### config.mk
export PLATFORM = sky130hd
export DESIGN_NAME = multicycle_ctrl_fsm_flat
export DESIGN_NICKNAME = d
export VERILOG_FILES = /design/src/rtl/multicycle_ctrl_fsm_if.sv /design/src/rtl/multicycle_ctrl_fsm.sv /design/src/flat_wrapper.sv
export SDC_FILE = /design/constraint.sdc
export NUM_CORES = 1
export LEC_CHECK = 0
export CORE_ASPECT_RATIO = 1.2
export CORE_MARGIN = 2
export CORE_UTILIZATION = 32
export CTS_CLUSTER_DIAMETER = 30
export DETAILED_ROUTE_END_ITERATION = 10
export MAX_ROUTING_LAYER = met4
export PLACE_DENSITY = 0.62
export SKIP_CTS_REPAIR_TIMING = 1
export SLEW_MARGIN = 10
export SYNTH_ARGS = -nofsm -noshare
export SYNTH_HDL_FRONTEND = slang
export SYNTH_SLANG_ARGS = --single-unit
### constraint.sdc
create_clock -name clk -period 2.1 [get_ports clk]
set_clock_uncertainty 0.2 [all_clocks]
set_input_delay 0.42 -clock clk [delete_from_list [all_inputs] [get_ports clk]]
set_output_delay 0.42 -clock clk [all_outputs]
set_load 0.01 [all_outputs]
### src/rtl/multicycle_ctrl_fsm_if.sv
// Fetch and load/store handshake bundle between the multi-cycle control FSM and the core datapath.
// master: datapath/IFU/LSU side; slave: the control FSM.
interface multicycle_ctrl_fsm_if #(
    parameter int unsigned XLEN = 32
) ();
    logic            ifu_valid;
    logic [XLEN-1:0] ifu_inst;
    logic            ifu_ready;
    logic            lsu_req;
    logic            lsu_wen;
    logic [7:0]      lsu_wmask;
    logic            lsu_done;

    modport master (
        output ifu_valid,
        output ifu_inst,
        output lsu_done,
        input  ifu_ready,
        input  lsu_req,
        input  lsu_wen,
        input  lsu_wmask
    );

    modport slave (
        input  ifu_valid,
        input  ifu_inst,
        input  lsu_done,
        output ifu_ready,
        output lsu_req,
        output lsu_wen,
        output lsu_wmask
    );
endinterface

### src/rtl/multicycle_ctrl_fsm.sv
// Multi-cycle NPC control unit: IDLE -> DECODE -> EXEC -> [MEM] -> WB, with an absorbing TRAP state.
// Defining CU_PERF_EN adds free-running cycle and retired-instruction counters.
module multicycle_ctrl_fsm #(
    parameter int unsigned XLEN        = 32,
    parameter int unsigned NREG        = 16,
    parameter int unsigned RIDX_W      = $clog2(NREG),
    parameter int unsigned MEM_TIMEOUT = 255
) (
    input  logic                 clk,
    input  logic                 rst_n,
    multicycle_ctrl_fsm_if.slave bus,
    output logic [RIDX_W-1:0]    rd,
    output logic [RIDX_W-1:0]    rs1,
    output logic [RIDX_W-1:0]    rs2,
    output logic [2:0]           imm_type,
    output logic [3:0]           aluc,
    output logic                 src1_pc,
    output logic                 src2_imm,
    output logic [1:0]           wb_sel,
    input  logic                 br_taken,
    output logic                 reg_we,
    output logic                 pc_we,
    output logic                 pc_sel,
    output logic                 halt,
    output logic [2:0]           trap_code,
    output logic [31:0]          perf_cycles,
    output logic [31:0]          perf_instret
);

    typedef enum logic [2:0] {
        StIdle   = 3'd0,
        StDecode = 3'd1,
        StExec   = 3'd2,
        StMem    = 3'd3,
        StWb     = 3'd4,
        StTrap   = 3'd5
    } state_e;

    typedef struct packed {
        logic       illegal;
        logic [2:0] imm_type;
        logic [3:0] aluc;
        logic       src1_pc;
        logic       src2_imm;
        logic [1:0] wb_sel;
        logic       is_mem;
        logic       is_store;
        logic [7:0] wmask;
        logic       writes_rd;
        logic       is_jump;
        logic       is_branch;
        logic       use_rd;
        logic       use_rs1;
        logic       use_rs2;
    } dec_t;

    localparam logic [3:0] AluAdd  = 4'd0;
    localparam logic [3:0] AluSub  = 4'd1;
    localparam logic [3:0] AluSltu = 4'd2;
    localparam logic [3:0] AluXor  = 4'd3;
    localparam logic [3:0] AluOr   = 4'd4;
    localparam logic [3:0] AluSra  = 4'd5;
    localparam logic [3:0] AluSrl  = 4'd6;
    localparam logic [3:0] AluBeq  = 4'd7;
    localparam logic [3:0] AluBne  = 4'd8;
    localparam logic [3:0] AluJalr = 4'd9;

    localparam logic [2:0] ImmI = 3'd0;
    localparam logic [2:0] ImmS = 3'd1;
    localparam logic [2:0] ImmB = 3'd2;
    localparam logic [2:0] ImmU = 3'd3;
    localparam logic [2:0] ImmJ = 3'd4;

    localparam logic [2:0] TrapNone    = 3'd0;
    localparam logic [2:0] TrapEbreak  = 3'd1;
    localparam logic [2:0] TrapIllegal = 3'd2;
    localparam logic [2:0] TrapMemTmo  = 3'd3;

    localparam logic [15:0] TmoLast = 16'(MEM_TIMEOUT - 1);

    state_e          state_q;
    logic [XLEN-1:0] inst_q;
    logic            ready_q;
    logic            lsu_req_q;
    logic            lsu_wen_q;
    logic [7:0]      lsu_wmask_q;
    logic            reg_we_q;
    logic            pc_we_q;
    logic            halt_q;
    logic [2:0]      trap_code_q;
    logic [15:0]     tmo_q;

    dec_t       dec;
    logic [6:0] op;
    logic [2:0] f3;
    logic [6:0] f7;
    logic       bad_reg;
    logic [2:0] dec_trap;
    logic       wb_we;
    logic       active;

    assign op = inst_q[6:0];
    assign f3 = inst_q[14:12];
    assign f7 = inst_q[31:25];

    always_comb begin
        dec         = '0;
        dec.illegal = 1'b1;
        dec.wmask   = 8'h0F;
        case (op)
            7'b0110011: begin
                dec.use_rd    = 1'b1;
                dec.use_rs1   = 1'b1;
                dec.use_rs2   = 1'b1;
                dec.writes_rd = 1'b1;
                dec.illegal   = 1'b0;
                case ({f7, f3})
                    {7'h00, 3'd0}: dec.aluc = AluAdd;
                    {7'h20, 3'd0}: dec.aluc = AluSub;
                    {7'h00, 3'd3}: dec.aluc = AluSltu;
                    {7'h00, 3'd4}: dec.aluc = AluXor;
                    {7'h00, 3'd6}: dec.aluc = AluOr;
                    default:       dec.illegal = 1'b1;
                endcase
            end
            7'b0010011: begin
                dec.use_rd    = 1'b1;
                dec.use_rs1   = 1'b1;
                dec.writes_rd = 1'b1;
                dec.src2_imm  = 1'b1;
                dec.imm_type  = ImmI;
                dec.illegal   = 1'b0;
                case (f3)
                    3'd0: dec.aluc = AluAdd;
                    3'd3: dec.aluc = AluSltu;
                    3'd5: begin
                        if (f7 == 7'h00) begin
                            dec.aluc = AluSrl;
                        end else if (f7 == 7'h20) begin
                            dec.aluc = AluSra;
                        end else begin
                            dec.illegal = 1'b1;
                        end
                    end
                    default: dec.illegal = 1'b1;
                endcase
            end
            7'b0000011: begin
                dec.use_rd    = 1'b1;
                dec.use_rs1   = 1'b1;
                dec.writes_rd = 1'b1;
                dec.src2_imm  = 1'b1;
                dec.imm_type  = ImmI;
                dec.wb_sel    = 2'd1;
                dec.is_mem    = 1'b1;
                dec.illegal   = (f3 != 3'd2);
            end
            7'b0100011: begin
                dec.use_rs1  = 1'b1;
                dec.use_rs2  = 1'b1;
                dec.src2_imm = 1'b1;
                dec.imm_type = ImmS;
                dec.is_mem   = 1'b1;
                dec.is_store = 1'b1;
                dec.wmask    = (f3 == 3'd1) ? 8'h03 : 8'h0F;
                dec.illegal  = (f3 != 3'd1) && (f3 != 3'd2);
            end
            7'b1100011: begin
                dec.use_rs1   = 1'b1;
                dec.use_rs2   = 1'b1;
                dec.imm_type  = ImmB;
                dec.is_branch = 1'b1;
                dec.aluc      = (f3 == 3'd1) ? AluBne : AluBeq;
                dec.illegal   = (f3 != 3'd0) && (f3 != 3'd1);
            end
            7'b0010111: begin
                dec.use_rd    = 1'b1;
                dec.writes_rd = 1'b1;
                dec.src1_pc   = 1'b1;
                dec.src2_imm  = 1'b1;
                dec.imm_type  = ImmU;
                dec.illegal   = 1'b0;
            end
            7'b1101111: begin
                dec.use_rd    = 1'b1;
                dec.writes_rd = 1'b1;
                dec.src1_pc   = 1'b1;
                dec.src2_imm  = 1'b1;
                dec.imm_type  = ImmJ;
                dec.wb_sel    = 2'd2;
                dec.is_jump   = 1'b1;
                dec.illegal   = 1'b0;
            end
            7'b1100111: begin
                dec.use_rd    = 1'b1;
                dec.use_rs1   = 1'b1;
                dec.writes_rd = 1'b1;
                dec.src2_imm  = 1'b1;
                dec.imm_type  = ImmI;
                dec.aluc      = AluJalr;
                dec.wb_sel    = 2'd2;
                dec.is_jump   = 1'b1;
                dec.illegal   = (f3 != 3'd0);
            end
            default: dec.illegal = 1'b1;
        endcase
    end

    // Only fields the instruction actually uses are range-checked against the register file.
    assign bad_reg = (dec.use_rd  && (32'(inst_q[11:7])  >= NREG)) ||
                     (dec.use_rs1 && (32'(inst_q[19:15]) >= NREG)) ||
                     (dec.use_rs2 && (32'(inst_q[24:20]) >= NREG));

    always_comb begin
        dec_trap = TrapNone;
        if (inst_q[31:0] == 32'h0010_0073) begin
            dec_trap = TrapEbreak;
        end else if (dec.illegal || bad_reg) begin
            dec_trap = TrapIllegal;
        end
    end

    assign wb_we = dec.writes_rd && (inst_q[11:7] != 5'd0);

    always_ff @(posedge clk or negedge rst_n) begin
        if (!rst_n) begin
            state_q     <= StIdle;
            inst_q      <= XLEN'(32'h0000_0013);
            ready_q     <= 1'b1;
            lsu_req_q   <= 1'b0;
            lsu_wen_q   <= 1'b0;
            lsu_wmask_q <= 8'h00;
            reg_we_q    <= 1'b0;
            pc_we_q     <= 1'b0;
            halt_q      <= 1'b0;
            trap_code_q <= TrapNone;
            tmo_q       <= 16'd0;
        end else begin
            reg_we_q <= 1'b0;
            pc_we_q  <= 1'b0;
            case (state_q)
                StIdle: begin
                    if (bus.ifu_valid && ready_q) begin
                        inst_q  <= bus.ifu_inst;
                        ready_q <= 1'b0;
                        state_q <= StDecode;
                    end
                end
                StDecode: begin
                    if (dec_trap != TrapNone) begin
                        halt_q      <= 1'b1;
                        trap_code_q <= dec_trap;
                        state_q     <= StTrap;
                    end else begin
                        state_q <= StExec;
                    end
                end
                StExec: begin
                    if (dec.is_mem) begin
                        lsu_req_q   <= 1'b1;
                        lsu_wen_q   <= dec.is_store;
                        lsu_wmask_q <= dec.wmask;
                        tmo_q       <= 16'd0;
                        state_q     <= StMem;
                    end else begin
                        pc_we_q  <= 1'b1;
                        reg_we_q <= wb_we;
                        state_q  <= StWb;
                    end
                end
                StMem: begin
                    // A response in the expiry cycle still completes the access.
                    if (bus.lsu_done) begin
                        lsu_req_q   <= 1'b0;
                        lsu_wen_q   <= 1'b0;
                        lsu_wmask_q <= 8'h00;
                        tmo_q       <= 16'd0;
                        pc_we_q     <= 1'b1;
                        reg_we_q    <= wb_we;
                        state_q     <= StWb;
                    end else if (tmo_q == TmoLast) begin
                        lsu_req_q   <= 1'b0;
                        lsu_wen_q   <= 1'b0;
                        lsu_wmask_q <= 8'h00;
                        halt_q      <= 1'b1;
                        trap_code_q <= TrapMemTmo;
                        state_q     <= StTrap;
                    end else begin
                        tmo_q <= tmo_q + 16'd1;
                    end
                end
                StWb: begin
                    ready_q <= 1'b1;
                    state_q <= StIdle;
                end
                StTrap: begin
                    state_q <= StTrap;
                end
                default: begin
                    state_q <= StTrap;
                end
            endcase
        end
    end

    assign active = (state_q == StDecode) || (state_q == StExec) ||
                    (state_q == StMem) || (state_q == StWb);

    assign rd       = active ? inst_q[7 +: RIDX_W]  : '0;
    assign rs1      = active ? inst_q[15 +: RIDX_W] : '0;
    assign rs2      = active ? inst_q[20 +: RIDX_W] : '0;
    assign imm_type = active ? dec.imm_type : 3'd0;
    assign aluc     = active ? dec.aluc : 4'd0;
    assign src1_pc  = active && dec.src1_pc;
    assign src2_imm = active && dec.src2_imm;
    assign wb_sel   = active ? dec.wb_sel : 2'd0;
    // Branch outcome is only meaningful once the ALU has settled, i.e. in WB.
    assign pc_sel   = (state_q == StWb) && (dec.is_jump || (dec.is_branch && br_taken));

    assign bus.ifu_ready = ready_q;
    assign bus.lsu_req   = lsu_req_q;
    assign bus.lsu_wen   = lsu_wen_q;
    assign bus.lsu_wmask = lsu_wmask_q;
    assign reg_we        = reg_we_q;
    assign pc_we         = pc_we_q;
    assign halt          = halt_q;
    assign trap_code     = trap_code_q;

`ifdef CU_PERF_EN
    logic [31:0] perf_cycles_q;
    logic [31:0] perf_instret_q;

    always_ff @(posedge clk or negedge rst_n) begin
        if (!rst_n) begin
            perf_cycles_q  <= 32'd0;
            perf_instret_q <= 32'd0;
        end else begin
            if (state_q != StTrap) begin
                perf_cycles_q <= perf_cycles_q + 32'd1;
            end
            if (state_q == StWb) begin
                perf_instret_q <= perf_instret_q + 32'd1;
            end
        end
    end

    assign perf_cycles  = perf_cycles_q;
    assign perf_instret = perf_instret_q;
`else
    assign perf_cycles  = 32'd0;
    assign perf_instret = 32'd0;
`endif

endmodule

### src/flat_wrapper.sv
// flat-port wrapper written by rule: the top's interface ports become plain ports
module multicycle_ctrl_fsm_flat 
#(
    parameter int unsigned XLEN        = 32,
    parameter int unsigned NREG        = 16,
    parameter int unsigned RIDX_W      = $clog2(NREG),
    parameter int unsigned MEM_TIMEOUT = 255
)
  (clk, rst_n, rd, rs1, rs2, imm_type, aluc, src1_pc, src2_imm, wb_sel, br_taken, reg_we, pc_we, pc_sel, halt, trap_code, perf_cycles, perf_instret, bus_ifu_valid, bus_ifu_inst, bus_lsu_done, bus_ifu_ready, bus_lsu_req, bus_lsu_wen, bus_lsu_wmask);
  multicycle_ctrl_fsm_if #(.XLEN(XLEN)) bus_i ();
  input  logic clk;
  input  logic rst_n;
  output logic [RIDX_W-1:0] rd;
  output logic [RIDX_W-1:0] rs1;
  output logic [RIDX_W-1:0] rs2;
  output logic [2:0] imm_type;
  output logic [3:0] aluc;
  output logic src1_pc;
  output logic src2_imm;
  output logic [1:0] wb_sel;
  input  logic br_taken;
  output logic reg_we;
  output logic pc_we;
  output logic pc_sel;
  output logic halt;
  output logic [2:0] trap_code;
  output logic [31:0] perf_cycles;
  output logic [31:0] perf_instret;
  input wire logic [$bits(bus_i.ifu_valid)-1:0] bus_ifu_valid;
  input wire logic [$bits(bus_i.ifu_inst)-1:0] bus_ifu_inst;
  input wire logic [$bits(bus_i.lsu_done)-1:0] bus_lsu_done;
  output wire logic [$bits(bus_i.ifu_ready)-1:0] bus_ifu_ready;
  output wire logic [$bits(bus_i.lsu_req)-1:0] bus_lsu_req;
  output wire logic [$bits(bus_i.lsu_wen)-1:0] bus_lsu_wen;
  output wire logic [$bits(bus_i.lsu_wmask)-1:0] bus_lsu_wmask;
  assign bus_i.ifu_valid = bus_ifu_valid;
  assign bus_i.ifu_inst = bus_ifu_inst;
  assign bus_i.lsu_done = bus_lsu_done;
  assign bus_ifu_ready = bus_i.ifu_ready;
  assign bus_lsu_req = bus_i.lsu_req;
  assign bus_lsu_wen = bus_i.lsu_wen;
  assign bus_lsu_wmask = bus_i.lsu_wmask;
  multicycle_ctrl_fsm #(.XLEN(XLEN), .NREG(NREG), .RIDX_W(RIDX_W), .MEM_TIMEOUT(MEM_TIMEOUT)) u_core (.clk(clk), .rst_n(rst_n), .bus(bus_i), .rd(rd), .rs1(rs1), .rs2(rs2), .imm_type(imm_type), .aluc(aluc), .src1_pc(src1_pc), .src2_imm(src2_imm), .wb_sel(wb_sel), .br_taken(br_taken), .reg_we(reg_we), .pc_we(pc_we), .pc_sel(pc_sel), .halt(halt), .trap_code(trap_code), .perf_cycles(perf_cycles), .perf_instret(perf_instret));
endmodule
==> metrics.cfg <==
[status]
outcome=finished with violations
violations=setup timing

[die]
die_w_um=106
fp.dieH_um=126
die-area_sq_mm=0.0134
io_pins=142
core_sq_mm=0.0121
start_util=0.329
rows=44

[yosys]
netlist_area_sq_mm=0.00398
synth_most_common_cell=buf_4
syn_avg_cell_area_sq_um=9.42
synth_top_area_frac=0.352
yosys_warnings=0
synth_edf_count=0
synthTopCellsByArea=dfrtp_1, buf_4, mux2_2
ys_ff_latch=60
yosysSeqAreaShare=0.378
yosysTopAreaCell=dfrtp_1
synth_cells=423
ys.flop_type=dfrtp_1
yosys-top-cells-count=buf_4, dfrtp_1, nand2_1
ys_types=65
async_flop_share=1.00

[clock_network]
root_buffer=clkbuf_16
numCtsBuffers=9
insertion_delay_ps=330
cts_tree=built
clk_pin_slew_ps=50
ctsLongestPathBuffers=2
htree_levels=3
numClockSinks=60

[sta]
hold_viol=0
fmax_ghz=0.378
drv_slew=0
setup_slack_ps=-542
final.min_clock_period_ps=2640
fin_crit_sh=1.26
rsz0062_at_grt=yes
setup_violations=31

[power_and_ir_drop]
powerDensity_mw_per_mm2=1320
p_total_uw=7830
p_leak_uw=0.00268
irDropWorstVdd_mv=1.09

[grt]
grt_pass1_vias=3405
grt_overflow=0
use_met1=0.176
grt.total_usage=0.161
grtUsageMet2=0.285
grt_pass1_wl_um=16700
grt_max_degree=43
met3_usage=0.0424
antenna_found_initial=0
top_usage_layer=met2

[worst_setup_path]
cpPeakStageDelay_ps=410
path_buf_inv=1
reg2reg_from=u_core.inst_q[4]
start_kind=flop
critPathTopFamily=simple AND/OR/NAND/NOR gates
cp-startpoint=u_core.inst_q[25]
crit_type=reg -> out
critical_path_arrival_ps=2020
cp_cell_sequence=nor4_2 > and2_4 > nand2_2 > or4_4 > a21oi_2 > buf_2
required_ps=1480
crit_slowest_cell=or4_4
endpoint_kind=primary output
crit_fanout=3

[placement]
pre_cts_ws_ps=-581
place_congestion=0.905
io_buffers=72
dpl.hpwl_um=8090

[detailed_routing]
drtAntennaViolNets=0
drt-total-wl_um=11000
drc_errors=0
drt_iter0_markers=149
vias_per_cell=4.66
routedWlPerCell_um=14.8
dr.pass1.iters=4
num_vias=3478

[final_layout]
seqCellArea_sq_mm=0.00151
area_growth_pct=48.4
layout.nets=621
drive_above_1_share=0.415
nFillCells=1157
diodes=0
fin_util=0.488
multi_input_area_sq_mm=0.00240

[worst_hold_path]
hold_path.class=reg -> reg
worstHoldStart=u_core.bus.ifu_ready

[job]
cap_violations=0

==> layout by cell type, fill, tap and decap left out, types with 5 or more instances in the layout <==
master           synthesis  routed
a21oi_1                 13       9
xor2_1                  10       9
and2_1                  14       6
buf_6                    3      28
and3_1                   6       6
clkbuf_16                0       9
o21ai_1                  7       6
nand3_1                 13      13
nor3_2                   0       6
clkdlybuf4s50_1          0      47
o21ai_0                 13      10
and2_4                   0       9
mux2_2                  28      28
nor2_1                  32      25
nand2_1                 35      28
conb_1                   1      69
nor2_4                   0       6
dfrtp_1                 56      54
buf_2                    7      16
nor3_1                  14       7
inv_1                    7       7
buf_4                   76      75
nand2_4                  0       5
nand4_1                  9       9
==> stage by stage <==
step                instances  hold WS [ps]  instance area, sq um  setup TNS, ps
finish                    747           275                  5910          -7820
global placement          718           227                  5170         -10470
floorplan                 491         -75.6                  4260          -53.0
detailed placement        718           230                  5170         -11760
global route              747           283                  5910         -10010
CTS                       733          -123                  5470         -19190
==> worst min-delay path: cells and delay by family, from the launching register on <==
kind | cells | cell delay (ps)
AND/OR/NAND/NOR | 2 | 100
flip-flops | 1 | 370
==> final timing paths <==
path | endpoint | slack (ps) | depth (start not counted)
worst max-delay path | aluc[2] | -540 | 6
worst min-delay path | u_core.bus.ifu_ready | 270 | 2
worst max register to register | u_core.halt | -410 | 11
worst min register to register | u_core.bus.ifu_ready | 270 | 2
max in group asynchronous | u_core.inst_q[0] | 1010 | 3
min in group asynchronous | u_core.inst_q[13] | 390 | 3
==> power by group <==
part | internal (uW) | leakage [uW] | total (uW) | switching [uW]
registers | 1600 | 0.000737 | 1950 | 354
clock network | 941 | 0.000138 | 1470 | 532
logic | 2370 | 0.00181 | 4400 | 2030
==> state kept, by name, indices dropped and copies added (netlist names) <==
name / count
u_core.inst_q: 32
u_core.reg_we: 1
u_core.state_q: 3
u_core.bus.lsu_wen: 1
u_core.tmo_q: 16
u_core.trap_code: 2
u_core.pc_we: 1
u_core.halt: 1
u_core.bus.ifu_ready: 1
u_core.bus.lsu_wmask: 2
==> metal layers <==
| layer | wire length (um) | share of wire | vias up |
|---|---|---|---|
| met2 | 5970 | 0.54 | 136 |
| met1 | 4240 | 0.38 | 1685 |
| li1 | - | - | 1645 |
| met3 | 676 | 0.061 | 12 |
| met4 | 140 | 0.013 | 0 |
| met5 | 0 | 0 | - |
==> cell families after synthesis <==
group	after synthesis	synth area share
muxes	30	0.0842
xor gates and xnor gates	13	0.0286
other	1	0.000941
adders and majority gates	2	0.00628
and+or+nand+nor	162	0.229
DFF	60	0.378
AOI/OAI and AO/OA	58	0.102
buffers and inverters	97	0.171
==> area by class of cell <==
type                            count  area share
Clock buffer                       11      0.0411
Clock inverter                      4     0.00847
Inverter                            7     0.00445
Multi-Input combinational cell    334       0.406
Sequential cell                    60       0.255
Tap cell                          161      0.0341
Timing Repair Buffer              170       0.251
No activity file was read; power rests on OpenSTA's default activity.
